--- config.mk ---
export PLATFORM = sky130hd
export DESIGN_NAME = sdram_arbmod_flat
export DESIGN_NICKNAME = d
export VERILOG_FILES = /design/src/rtl/sdram_arbmod_if.sv /design/src/rtl/sdram_arbmod.sv /design/src/flat_wrapper.sv
export SDC_FILE = /design/constraint.sdc
export NUM_CORES = 1
export LEC_CHECK = 0
export CAP_MARGIN = 40
export CORE_ASPECT_RATIO = 0.75
export CORE_MARGIN = 2
export CORE_UTILIZATION = 42
export CTS_CLUSTER_DIAMETER = 80
export DETAILED_ROUTE_END_ITERATION = 8
export GPL_TIMING_DRIVEN = 0
export MAX_ROUTING_LAYER = met4
export PLACE_DENSITY_LB_ADDON = 0.08
export SYNTH_ARGS = -nofsm -noshare
export SYNTH_HDL_FRONTEND = slang
export SYNTH_SLANG_ARGS = --single-unit
--- constraint.sdc ---
create_clock -name CLOCK -period 2.16 [get_ports CLOCK]
set_input_delay 0.432 -clock CLOCK [delete_from_list [all_inputs] [get_ports CLOCK]]
set_output_delay 0.432 -clock CLOCK [all_outputs]
set_load 0.05 [all_outputs]
--- src/rtl/sdram_arbmod_if.sv ---
// Channel A, channel B and sdram_basemod-side signals of the two-port
// SDRAM arbiter, bundled so that the arbiter and its environment connect
// through a single port.
//   slave  : the arbiter's view (serves both channels, drives the SDRAM side)
//   master : the environment's view (requesters plus the sdram_basemod instance)
interface sdram_arbmod_if #(
  parameter int ADDR_W = 24,
  parameter int DATA_W = 16
);
  // Channel A: [1]=write, [0]=read
  logic [1:0]        A_iCall;
  logic [1:0]        A_oDone;
  logic [ADDR_W-1:0] A_iAddr;
  logic [DATA_W-1:0] A_iData;
  logic [DATA_W-1:0] A_oData;
  // Channel B
  logic [1:0]        B_iCall;
  logic [1:0]        B_oDone;
  logic [ADDR_W-1:0] B_iAddr;
  logic [DATA_W-1:0] B_iData;
  logic [DATA_W-1:0] B_oData;
  // Toward sdram_basemod
  logic [1:0]        M_oCall;
  logic [1:0]        M_iDone;
  logic [ADDR_W-1:0] M_oAddr;
  logic [DATA_W-1:0] M_oData;
  logic [DATA_W-1:0] M_iData;
  // Status
  logic [1:0]        oGrant;
  logic              oBusy;

  modport slave (
    input  A_iCall, A_iAddr, A_iData,
    output A_oDone, A_oData,
    input  B_iCall, B_iAddr, B_iData,
    output B_oDone, B_oData,
    output M_oCall, M_oAddr, M_oData,
    input  M_iDone, M_iData,
    output oGrant, oBusy
  );

  modport master (
    output A_iCall, A_iAddr, A_iData,
    input  A_oDone, A_oData,
    output B_iCall, B_iAddr, B_iData,
    input  B_oDone, B_oData,
    input  M_oCall, M_oAddr, M_oData,
    output M_iDone, M_iData,
    input  oGrant, oBusy
  );
endinterface

--- src/rtl/sdram_arbmod.sv ---
// Two-port arbiter in front of one sdram_basemod. Grants one single-word
// transaction at a time; a write pending on a channel goes before its read;
// ties between channels alternate using the record of the last grant.
// Every output comes straight from a register.
module sdram_arbmod #(
  parameter int ADDR_W = 24,
  parameter int DATA_W = 16
) (
  input logic           CLOCK,
  input logic           RESET,
  sdram_arbmod_if.slave bus
);

  typedef enum logic [1:0] {
    IDLE   = 2'd0,
    ISSUE  = 2'd1,
    RETURN = 2'd2
  } state_t;

  localparam logic LAST_A = 1'b0;
  localparam logic LAST_B = 1'b1;

  state_t            r_state,   w_state_next;
  logic [1:0]        r_m_call,  w_m_call_next;
  logic [ADDR_W-1:0] r_m_addr,  w_m_addr_next;
  logic [DATA_W-1:0] r_m_data,  w_m_data_next;
  logic              r_op_wr,   w_op_wr_next;
  logic [1:0]        r_grant,   w_grant_next;
  logic              r_last,    w_last_next;
  logic              r_busy,    w_busy_next;
  logic [1:0]        r_a_done,  w_a_done_next;
  logic [1:0]        r_b_done,  w_b_done_next;
  logic [DATA_W-1:0] r_a_data,  w_a_data_next;
  logic [DATA_W-1:0] r_b_data,  w_b_data_next;

  logic              w_a_req;
  logic              w_b_req;
  logic              w_pick_b;
  logic              w_pick_wr;
  logic [1:0]        w_op_bit;

  // Next-state and next-output decode for the IDLE/ISSUE/RETURN sequence
  always_comb begin
    // NOTE: every signal written here gets a default first, so no path can
    // leave one unassigned and infer a latch.
    w_state_next  = r_state;
    w_m_call_next = r_m_call;
    w_m_addr_next = r_m_addr;
    w_m_data_next = r_m_data;
    w_op_wr_next  = r_op_wr;
    w_grant_next  = r_grant;
    w_last_next   = r_last;
    w_a_done_next = 2'b00;
    w_b_done_next = 2'b00;
    w_a_data_next = r_a_data;
    w_b_data_next = r_b_data;

    w_a_req   = |bus.A_iCall;
    w_b_req   = |bus.B_iCall;
    // B wins when it is alone, or on a tie when A was served last
    w_pick_b  = w_b_req && (!w_a_req || (r_last == LAST_A));
    // A write pending on the chosen channel goes ahead of its read
    w_pick_wr = w_pick_b ? bus.B_iCall[1] : bus.A_iCall[1];
    w_op_bit  = r_op_wr ? 2'b10 : 2'b01;

    unique case (r_state)
      IDLE: begin
        if (w_a_req || w_b_req) begin
          w_op_wr_next  = w_pick_wr;
          w_m_call_next = w_pick_wr ? 2'b10 : 2'b01;
          w_m_addr_next = w_pick_b ? bus.B_iAddr : bus.A_iAddr;
          w_m_data_next = w_pick_b ? bus.B_iData : bus.A_iData;
          w_grant_next  = w_pick_b ? 2'b10 : 2'b01;
          w_last_next   = w_pick_b ? LAST_B : LAST_A;
          w_state_next  = ISSUE;
        end
      end
      ISSUE: begin
        // Only a done on the op's own bit ends the transaction
        if ((bus.M_iDone & w_op_bit) != 2'b00) begin
          w_m_call_next = 2'b00;
          if (r_grant[1]) begin
            w_b_done_next = w_op_bit;
            if (!r_op_wr) w_b_data_next = bus.M_iData;
          end else begin
            w_a_done_next = w_op_bit;
            if (!r_op_wr) w_a_data_next = bus.M_iData;
          end
          w_state_next = RETURN;
        end
      end
      RETURN: begin
        w_grant_next = 2'b00;
        w_state_next = IDLE;
      end
      default: begin
        w_state_next = IDLE;
      end
    endcase

    w_busy_next = (w_state_next != IDLE);
  end

  // FSM state register
  always_ff @(posedge CLOCK or negedge RESET) begin
    // NOTE: clocked state uses non-blocking assignments so every register
    // samples pre-edge values regardless of statement order.
    if (!RESET) r_state <= IDLE;
    else        r_state <= w_state_next;
  end

  // Datapath and output registers
  always_ff @(posedge CLOCK or negedge RESET) begin
    if (!RESET) begin
      r_m_call <= 2'b00;
      r_m_addr <= '0;
      r_m_data <= '0;
      r_op_wr  <= 1'b0;
      r_grant  <= 2'b00;
      r_last   <= LAST_B;
      r_busy   <= 1'b0;
      r_a_done <= 2'b00;
      r_b_done <= 2'b00;
      r_a_data <= '0;
      r_b_data <= '0;
    end else begin
      r_m_call <= w_m_call_next;
      r_m_addr <= w_m_addr_next;
      r_m_data <= w_m_data_next;
      r_op_wr  <= w_op_wr_next;
      r_grant  <= w_grant_next;
      r_last   <= w_last_next;
      r_busy   <= w_busy_next;
      r_a_done <= w_a_done_next;
      r_b_done <= w_b_done_next;
      r_a_data <= w_a_data_next;
      r_b_data <= w_b_data_next;
    end
  end

  assign bus.M_oCall = r_m_call;
  assign bus.M_oAddr = r_m_addr;
  assign bus.M_oData = r_m_data;
  assign bus.oGrant  = r_grant;
  assign bus.oBusy   = r_busy;
  assign bus.A_oDone = r_a_done;
  assign bus.A_oData = r_a_data;
  assign bus.B_oDone = r_b_done;
  assign bus.B_oData = r_b_data;

endmodule
--- src/flat_wrapper.sv ---
// flat-port wrapper written by rule: the top's interface ports become plain ports
module sdram_arbmod_flat 
#(
  parameter int ADDR_W = 24,
  parameter int DATA_W = 16
)
  (CLOCK, RESET, bus_A_iCall, bus_A_iAddr, bus_A_iData, bus_A_oDone, bus_A_oData, bus_B_iCall, bus_B_iAddr, bus_B_iData, bus_B_oDone, bus_B_oData, bus_M_oCall, bus_M_oAddr, bus_M_oData, bus_M_iDone, bus_M_iData, bus_oGrant, bus_oBusy);
  sdram_arbmod_if #(.ADDR_W(ADDR_W), .DATA_W(DATA_W)) bus_i ();
  input logic CLOCK;
  input logic RESET;
  input wire logic [$bits(bus_i.A_iCall)-1:0] bus_A_iCall;
  input wire logic [$bits(bus_i.A_iAddr)-1:0] bus_A_iAddr;
  input wire logic [$bits(bus_i.A_iData)-1:0] bus_A_iData;
  output wire logic [$bits(bus_i.A_oDone)-1:0] bus_A_oDone;
  output wire logic [$bits(bus_i.A_oData)-1:0] bus_A_oData;
  input wire logic [$bits(bus_i.B_iCall)-1:0] bus_B_iCall;
  input wire logic [$bits(bus_i.B_iAddr)-1:0] bus_B_iAddr;
  input wire logic [$bits(bus_i.B_iData)-1:0] bus_B_iData;
  output wire logic [$bits(bus_i.B_oDone)-1:0] bus_B_oDone;
  output wire logic [$bits(bus_i.B_oData)-1:0] bus_B_oData;
  output wire logic [$bits(bus_i.M_oCall)-1:0] bus_M_oCall;
  output wire logic [$bits(bus_i.M_oAddr)-1:0] bus_M_oAddr;
  output wire logic [$bits(bus_i.M_oData)-1:0] bus_M_oData;
  input wire logic [$bits(bus_i.M_iDone)-1:0] bus_M_iDone;
  input wire logic [$bits(bus_i.M_iData)-1:0] bus_M_iData;
  output wire logic [$bits(bus_i.oGrant)-1:0] bus_oGrant;
  output wire logic [$bits(bus_i.oBusy)-1:0] bus_oBusy;
  assign bus_i.A_iCall = bus_A_iCall;
  assign bus_i.A_iAddr = bus_A_iAddr;
  assign bus_i.A_iData = bus_A_iData;
  assign bus_A_oDone = bus_i.A_oDone;
  assign bus_A_oData = bus_i.A_oData;
  assign bus_i.B_iCall = bus_B_iCall;
  assign bus_i.B_iAddr = bus_B_iAddr;
  assign bus_i.B_iData = bus_B_iData;
  assign bus_B_oDone = bus_i.B_oDone;
  assign bus_B_oData = bus_i.B_oData;
  assign bus_M_oCall = bus_i.M_oCall;
  assign bus_M_oAddr = bus_i.M_oAddr;
  assign bus_M_oData = bus_i.M_oData;
  assign bus_i.M_iDone = bus_M_iDone;
  assign bus_i.M_iData = bus_M_iData;
  assign bus_oGrant = bus_i.oGrant;
  assign bus_oBusy = bus_i.oBusy;
  sdram_arbmod #(.ADDR_W(ADDR_W), .DATA_W(DATA_W)) u_core (.CLOCK(CLOCK), .RESET(RESET), .bus(bus_i));
endmodule
==> out/results.txt, run 1 <==
Root buffer cell - clkbuf_16
Initial core utilization - 0.427
CP delay by family, top - buffers and inverters
Die Y - 89.5 um
Bufs on Longest Clock Path - 2
Post-synthesis sequential area ratio - 0.520
Final Max Tran Viols - 0
Routed vias - 3553
FILL cells - 772
Grt total ovfl - 0
FMAX - 0.490 GHz
Outcome - complete, no violations
Hpwl dp - 8530 um
Post-Syn Area per Cell - 11.7 um^2
Drt wl/cell - 16.8 um
Routed wire length - 11500 um
LEAKAGE - 2.50 nW
Residual DRC - 0
Largest stage delay, worst path - 850 ps
GRT Total Usage - 0.223
Nets - 649
H-tree levels - 3
Post-DR vias/cell - 5.21
PortBufs - 184
Antenna cells - 0
Max-cap viol count - 0
Hold Crit Class - primary input to asynchronous set/reset pin
Slowest-stage cell, CP - clkdlybuf4s50_1
Final Util - 0.676
CTS tree - yes
Drt pass-1 iters - 4
Core area - 9580 um^2
RePlAce Congestion - 0.837
Clk slew on worst S/H paths - 60 ps
Later-pin clock latency in the skew report - 330 ps
Critical Setup Path Class - register to output pin
I/O pin cnt - 185
Clk sinks - 85
Inst Count DP - 666
CP Data Arrival Time - 1610 ps
Initial antenna violation count - 0
Slew margin rel. - 0.566
CTS Buf Count - 9
Clock Skew - 3.64 ps
CP Launch Type - register
Final Hold Fails - 0
Crit path cell chain - clkdlybuf4s50_1
Synthesized cell area - 4090 um^2
Top_reg_cell synth - dfrtp_1
Kind of end point of the critical path - output pin
EDFF count, synth - 0
Commonest non-fill, non-tap cell in the layout - clkdlybuf4s50_1
Most frequent cells in the layout - 183 x clkdlybuf4s50_1, 84 x dfrtp_1
Crit path max fanout - 5
Bufs and invs on worst path - 1
Largest net degree at the start of global routing - 50
Vias in the first global route - 3526
Async SR Flop Fraction - 1.00
Unrepaired setup endpoints after global routing - false
Mapped Nets - 453
Final Critical Period - 2040 ps
Syn Inst Count - 349
Share of cells above drive strength 1 - 0.189
Finished Layout Cells - 682
CP Data Required Time - 1730 ps
Post-CTS Setup Inserts - 0
Area growth, synth to finish - 58.3%
Synth Warn # - 0
Yosys reg bits - 85
Die ar. - 10600 um^2
Max VDD drop - 0.716 mV
Die width - 118 um
Pwr per Cell Area - 1750 nW/um^2
# rows - 31
First-pass GRT wire length - 17900 um
# setup viols final - 0
Drt first-iter violations - 258
Worst-Margin Slew - 648 ps
DRT antenna net count - 0
Yosys cell types - 36
Fin crit share - 0.945
-- cell usage after synthesis, types with 2 or more instances --
cell type,count,area share
nor2_1,7,0.0064
mux2i_1,2,0.0049
mux2_4,9,0.033
nor3_1,4,0.0049
dfrtp_1,84,0.51
mux2_2,15,0.041
buf_6,7,0.019
a31oi_1,40,0.061
clkbuf_1,20,0.018
o21ai_0,40,0.049
buf_2,6,0.0073
nand2_1,2,0.0018
mux2_1,9,0.025
inv_1,3,0.0028
nand3b_1,40,0.073
a21oi_2,40,0.086
nor2b_1,2,0.0031
-- where the power goes --
| group | leakage [nW] | internal (mW) | switching, mW |
|---|---|---|---|
| sequential | 0.999 | 2.39 | 0.490 |
| combinational | 1.33 | 2.43 | 4.28 |
| clock | 0.172 | 1.14 | 0.614 |
-- area by class of cell --
| type | count | area, um^2 | share of cell area |
|---|---|---|---|
| Sequential cell | 85 | 2130 | 0.329 |
| Timing Repair Buffer | 185 | 1870 | 0.288 |
| Multi-Input combinational cell | 227 | 1770 | 0.273 |
| Clock buffer | 13 | 280 | 0.0433 |
| Buffer | 34 | 191 | 0.0296 |
| Tap cell | 132 | 165 | 0.0255 |
| Clock inverter | 3 | 65.1 | 0.0101 |
| Inverter | 3 | 11.3 | 0.00174 |
-- stage by stage --
step | power (mW) | instance area [um^2] | hold WS (ps) | setup WS [ps] | setup TNS, ps
finish | 11.3 | 6470 | 62.5 | 118 | 0
floorplan | 7.33 | 4090 | 136 | 526 | 0
detailed placement | 9.60 | 6120 | 437 | -208 | -6260
CTS | 11.4 | 6470 | 76.5 | 83.5 | 0
global placement | 9.48 | 6100 | 475 | -2440 | -208940
global route | 11.9 | 6470 | 100 | 16.5 | 0
-- sequential cells by signal, indices dropped and copies added (netlist names) --
register,cells
u_core.r_state,2
u_core.bus.M_oAddr,24
u_core.bus.M_oCall,2
u_core.bus.B_oDone,2
u_core.bus.B_oData,16
u_core.bus.oBusy,1
u_core.r_last,1
u_core.bus.A_oDone,2
u_core.bus.A_oData,16
u_core.bus.M_oData,16
u_core.r_op_wr,1
u_core.bus.oGrant,2
-- cell families after synthesis --
kind of cell    count (synthesis)  share of synthesized area
flops                          85                      0.520
simple gates                   62                      0.106
buf+inv                        37                     0.0496
compound gates                130                      0.220
mux                            35                      0.104
-- worst paths after layout --
| path | from | endpoint | cells after the start | slack, ps |
|---|---|---|---|---|
| hold / removal | RESET | u_core.bus.M_oAddr[22] | 1 | 60 |
| min in group CLOCK | u_core.bus.B_oData[12] | u_core.bus.B_oData[12] | 1 | 490 |
| hold reg to reg | u_core.bus.B_oData[12] | u_core.bus.B_oData[12] | 1 | 490 |
| setup / recovery | u_core.bus.oGrant[1] | bus_oGrant[1] | 1 | 120 |
| setup reg to reg | u_core.r_state[0] | u_core.bus.M_oAddr[0] | 4 | 410 |
| max in group asynchronous | RESET | u_core.r_last | 2 | 1430 |
-- layer usage --
layer  up-vias  part of all wire  GRT usage
li1       1678                 -          -
met1      1700              0.46      0.291
met2       159              0.46      0.345
met3        16             0.071     0.0625
met4         0             0.018     0.0657
met5         -                 0          -
-- repair_timing --
| item | in CTS | in global routing |
|---|---|---|
| gates resized for setup | 0 | 1 |
| endpoints found under the setup margin | 0 | 5 |
| hold buffers | 0 | 0 |
(Power assumes the default switching activity.)
==> inputs of run 2 (changes only) <==
--- a/config.mk
+++ b/config.mk
@@ -17,3 +17,4 @@
 export SYNTH_ARGS = -nofsm -noshare
 export SYNTH_HDL_FRONTEND = slang
 export SYNTH_SLANG_ARGS = --single-unit
+export TNS_END_PERCENT = 20
==> results of run 2 <==
No change in the layout: final DEF, timing and power equal those of run 1.
==> inputs of run 3 (changes only) <==
--- a/config.mk
+++ b/config.mk
@@ -6,7 +6,6 @@
 export NUM_CORES = 1
 export LEC_CHECK = 0
 export CAP_MARGIN = 40
-export CORE_ASPECT_RATIO = 0.75
 export CORE_MARGIN = 2
 export CORE_UTILIZATION = 42
 export CTS_CLUSTER_DIAMETER = 80
==> out/results.txt, run 3 (synthesis gave the netlist of run 1 again) <==
# setup viols final - 0 (unchanged)
Drt wl/cell - 16.2 um (was 16.8 um)
Fin crit share - 0.965 (was 0.945)
Antenna cells - 0 (unchanged)
Area growth, synth to finish - 54.6% (was 58.3%)
Max VDD drop - 0.733 mV (was 0.716 mV)
Critical Setup Path Class - register to output pin (unchanged)
Clock Skew - 8.30 ps (was 3.64 ps)
Root buffer cell - clkbuf_8 (was clkbuf_16)
Pwr per Cell Area - 1680 nW/um^2 (was 1750 nW/um^2)
Final Critical Period - 2080 ps (was 2040 ps)
Crit path max fanout - 5 (unchanged)
CP Data Arrival Time - 1650 ps (was 1610 ps)
Final Max Tran Viols - 0 (unchanged)
RePlAce Congestion - 0.822 (was 0.837)
Later-pin clock latency in the skew report - 350 ps (was 330 ps)
Most frequent cells in the layout - 183 x clkdlybuf4s50_1, 84 x dfrtp_1 (unchanged)
FILL cells - 805 (was 772)
Commonest non-fill, non-tap cell in the layout - clkdlybuf4s50_1 (unchanged)
Worst-Margin Slew - 650 ps (was 648 ps)
Core area - 9590 um^2 (was 9580 um^2)
DP Area - 6120 um^2 (about the same)
PortBufs - 184 (unchanged)
DRT antenna net count - 0 (unchanged)
Resized cells post-CTS - 0 (unchanged)
Setup WS pre-CTS - -204 ps (was -208 ps)
Slowest-stage cell, CP - clkdlybuf4s50_1 (unchanged)
# rows - 36 (was 31)
CP delay by family, top - buffers and inverters (unchanged)
Finished Layout Cells - 683 (was 682)
Nets - 649 (unchanged)
Worst hold slack - 36.7 ps (was 62.5 ps)
Inst Count DP - 667 (was 666)
Initial antenna violation count - 0 (unchanged)
Largest net degree at the start of global routing - 52 (was 50)
Share of cells above drive strength 1 - 0.189 (unchanged)
I/O pin cnt - 185 (unchanged)
Crit path cell chain - clkdlybuf4s50_1 (unchanged)
Routed vias - 3563 (was 3553)
Hpwl dp - 8050 um (was 8530 um)
GRT Total Usage - 0.217 (was 0.223)
LEAKAGE - 2.42 nW (was 2.50 nW)
Bufs and invs on worst path - 1 (unchanged)
Hold Crit Class - primary input to asynchronous set/reset pin (unchanged)
Finished Cell Area - 6320 um^2 (was 6470 um^2)
Grt total ovfl - 0 (unchanged)
Final Util - 0.659 (was 0.676)
Routed wire length - 11100 um (was 11500 um)
Vias in the first global route - 3556 (was 3526)
Final worst slack - 76.1 ps (was 118 ps)
CP Data Required Time - 1730 ps (about the same)
Drt pass-1 iters - 4 (unchanged)
CTS Buf Count - 9 (unchanged)
FMAX - 0.480 GHz (was 0.490 GHz)
Setup TNS - 0 ps (unchanged)
Unrepaired setup endpoints after global routing - false (unchanged)
CP Launch Type - register (unchanged)
Kind of end point of the critical path - output pin (unchanged)
CTS tree - yes (unchanged)
Largest stage delay, worst path - 860 ps (was 850 ps)
Max-cap viol count - 0 (unchanged)
Die ar. - 10500 um^2 (was 10600 um^2)
Hold_buf cts - 0 (unchanged)
Outcome - complete, no violations (unchanged)
Die width - 103 um (was 118 um)
Clk slew on worst S/H paths - 90 ps (was 60 ps)
Residual DRC - 0 (unchanged)
Die Y - 103 um (was 89.5 um)
Pwr Total - 10.7 mW (was 11.3 mW)
First-pass GRT wire length - 17300 um (was 17900 um)
Initial core utilization - 0.426 (was 0.427)
Post-CTS Setup Inserts - 0 (unchanged)
Max reg flops - 24 (unchanged)
Final Hold Fails - 0 (unchanged)
Slew margin rel. - 0.565 (was 0.566)
Post-DR vias/cell - 5.22 (was 5.21)
Bufs on Longest Clock Path - 2 (unchanged)
Drt first-iter violations - 105 (was 258)
Clk sinks - 85 (unchanged)
H-tree levels - 3 (unchanged)
[run 3: cell types whose count changed in the layout (fill, tap and decap cells not counted)]
cell | previous run | this run
bufinv_16 | 2 | 1
clkbuf_16 | 9 | 0
clkbuf_8 | 4 | 9
clkinv_4 | 0 | 1
clkinvlp_4 | 0 | 3
inv_6 | 0 | 1
nor3_2 | 0 | 1
nor3_4 | 1 | 0
[run 3: power by group]
group,switching (mW),total (mW),internal [mW],leakage (nW)
clock,0.586,1.12,0.538,0.0918
combinational,4.25,6.66,2.42,1.33
sequential,0.479,2.86,2.38,0.999
total,5.31,10.7,5.34,2.42
[run 3: path summary, 6_finish.rpt]
path                                          end  slack, ps                   from  cells past startpoint
setup / recovery                    bus_oGrant[1]         80   u_core.bus.oGrant[1]                      1
hold / removal             u_core.bus.B_oData[15]         40                  RESET                      1
max in group asynchronous           u_core.r_last       1460                  RESET                      2
min in group CLOCK          u_core.bus.B_oData[6]        490  u_core.bus.B_oData[6]                      1
hold reg to reg             u_core.bus.B_oData[6]        490  u_core.bus.B_oData[6]                      1
setup reg to reg            u_core.bus.M_oAddr[6]        300      u_core.r_state[0]                      4
[run 3: layout make-up]
cell class                      count  area [um^2]  area share
Sequential cell                    85         2130       0.337
Timing Repair Buffer              185         1870       0.295
Multi-Input combinational cell    227         1760       0.278
Buffer                             34          191      0.0303
Tap cell                          133          166      0.0263
Clock buffer                        9          124      0.0196
Clock inverter                      7         75.1      0.0119
Inverter                            3         11.3     0.00178
[run 3: layer usage]
layer	GRT usage	wire (um)	vias to the layer above
met3	0.0325	610	17
met4	0.0862	173	0
met5	-	0	-
li1	-	-	1686
met2	0.342	5430	134
met1	0.281	4880	1726
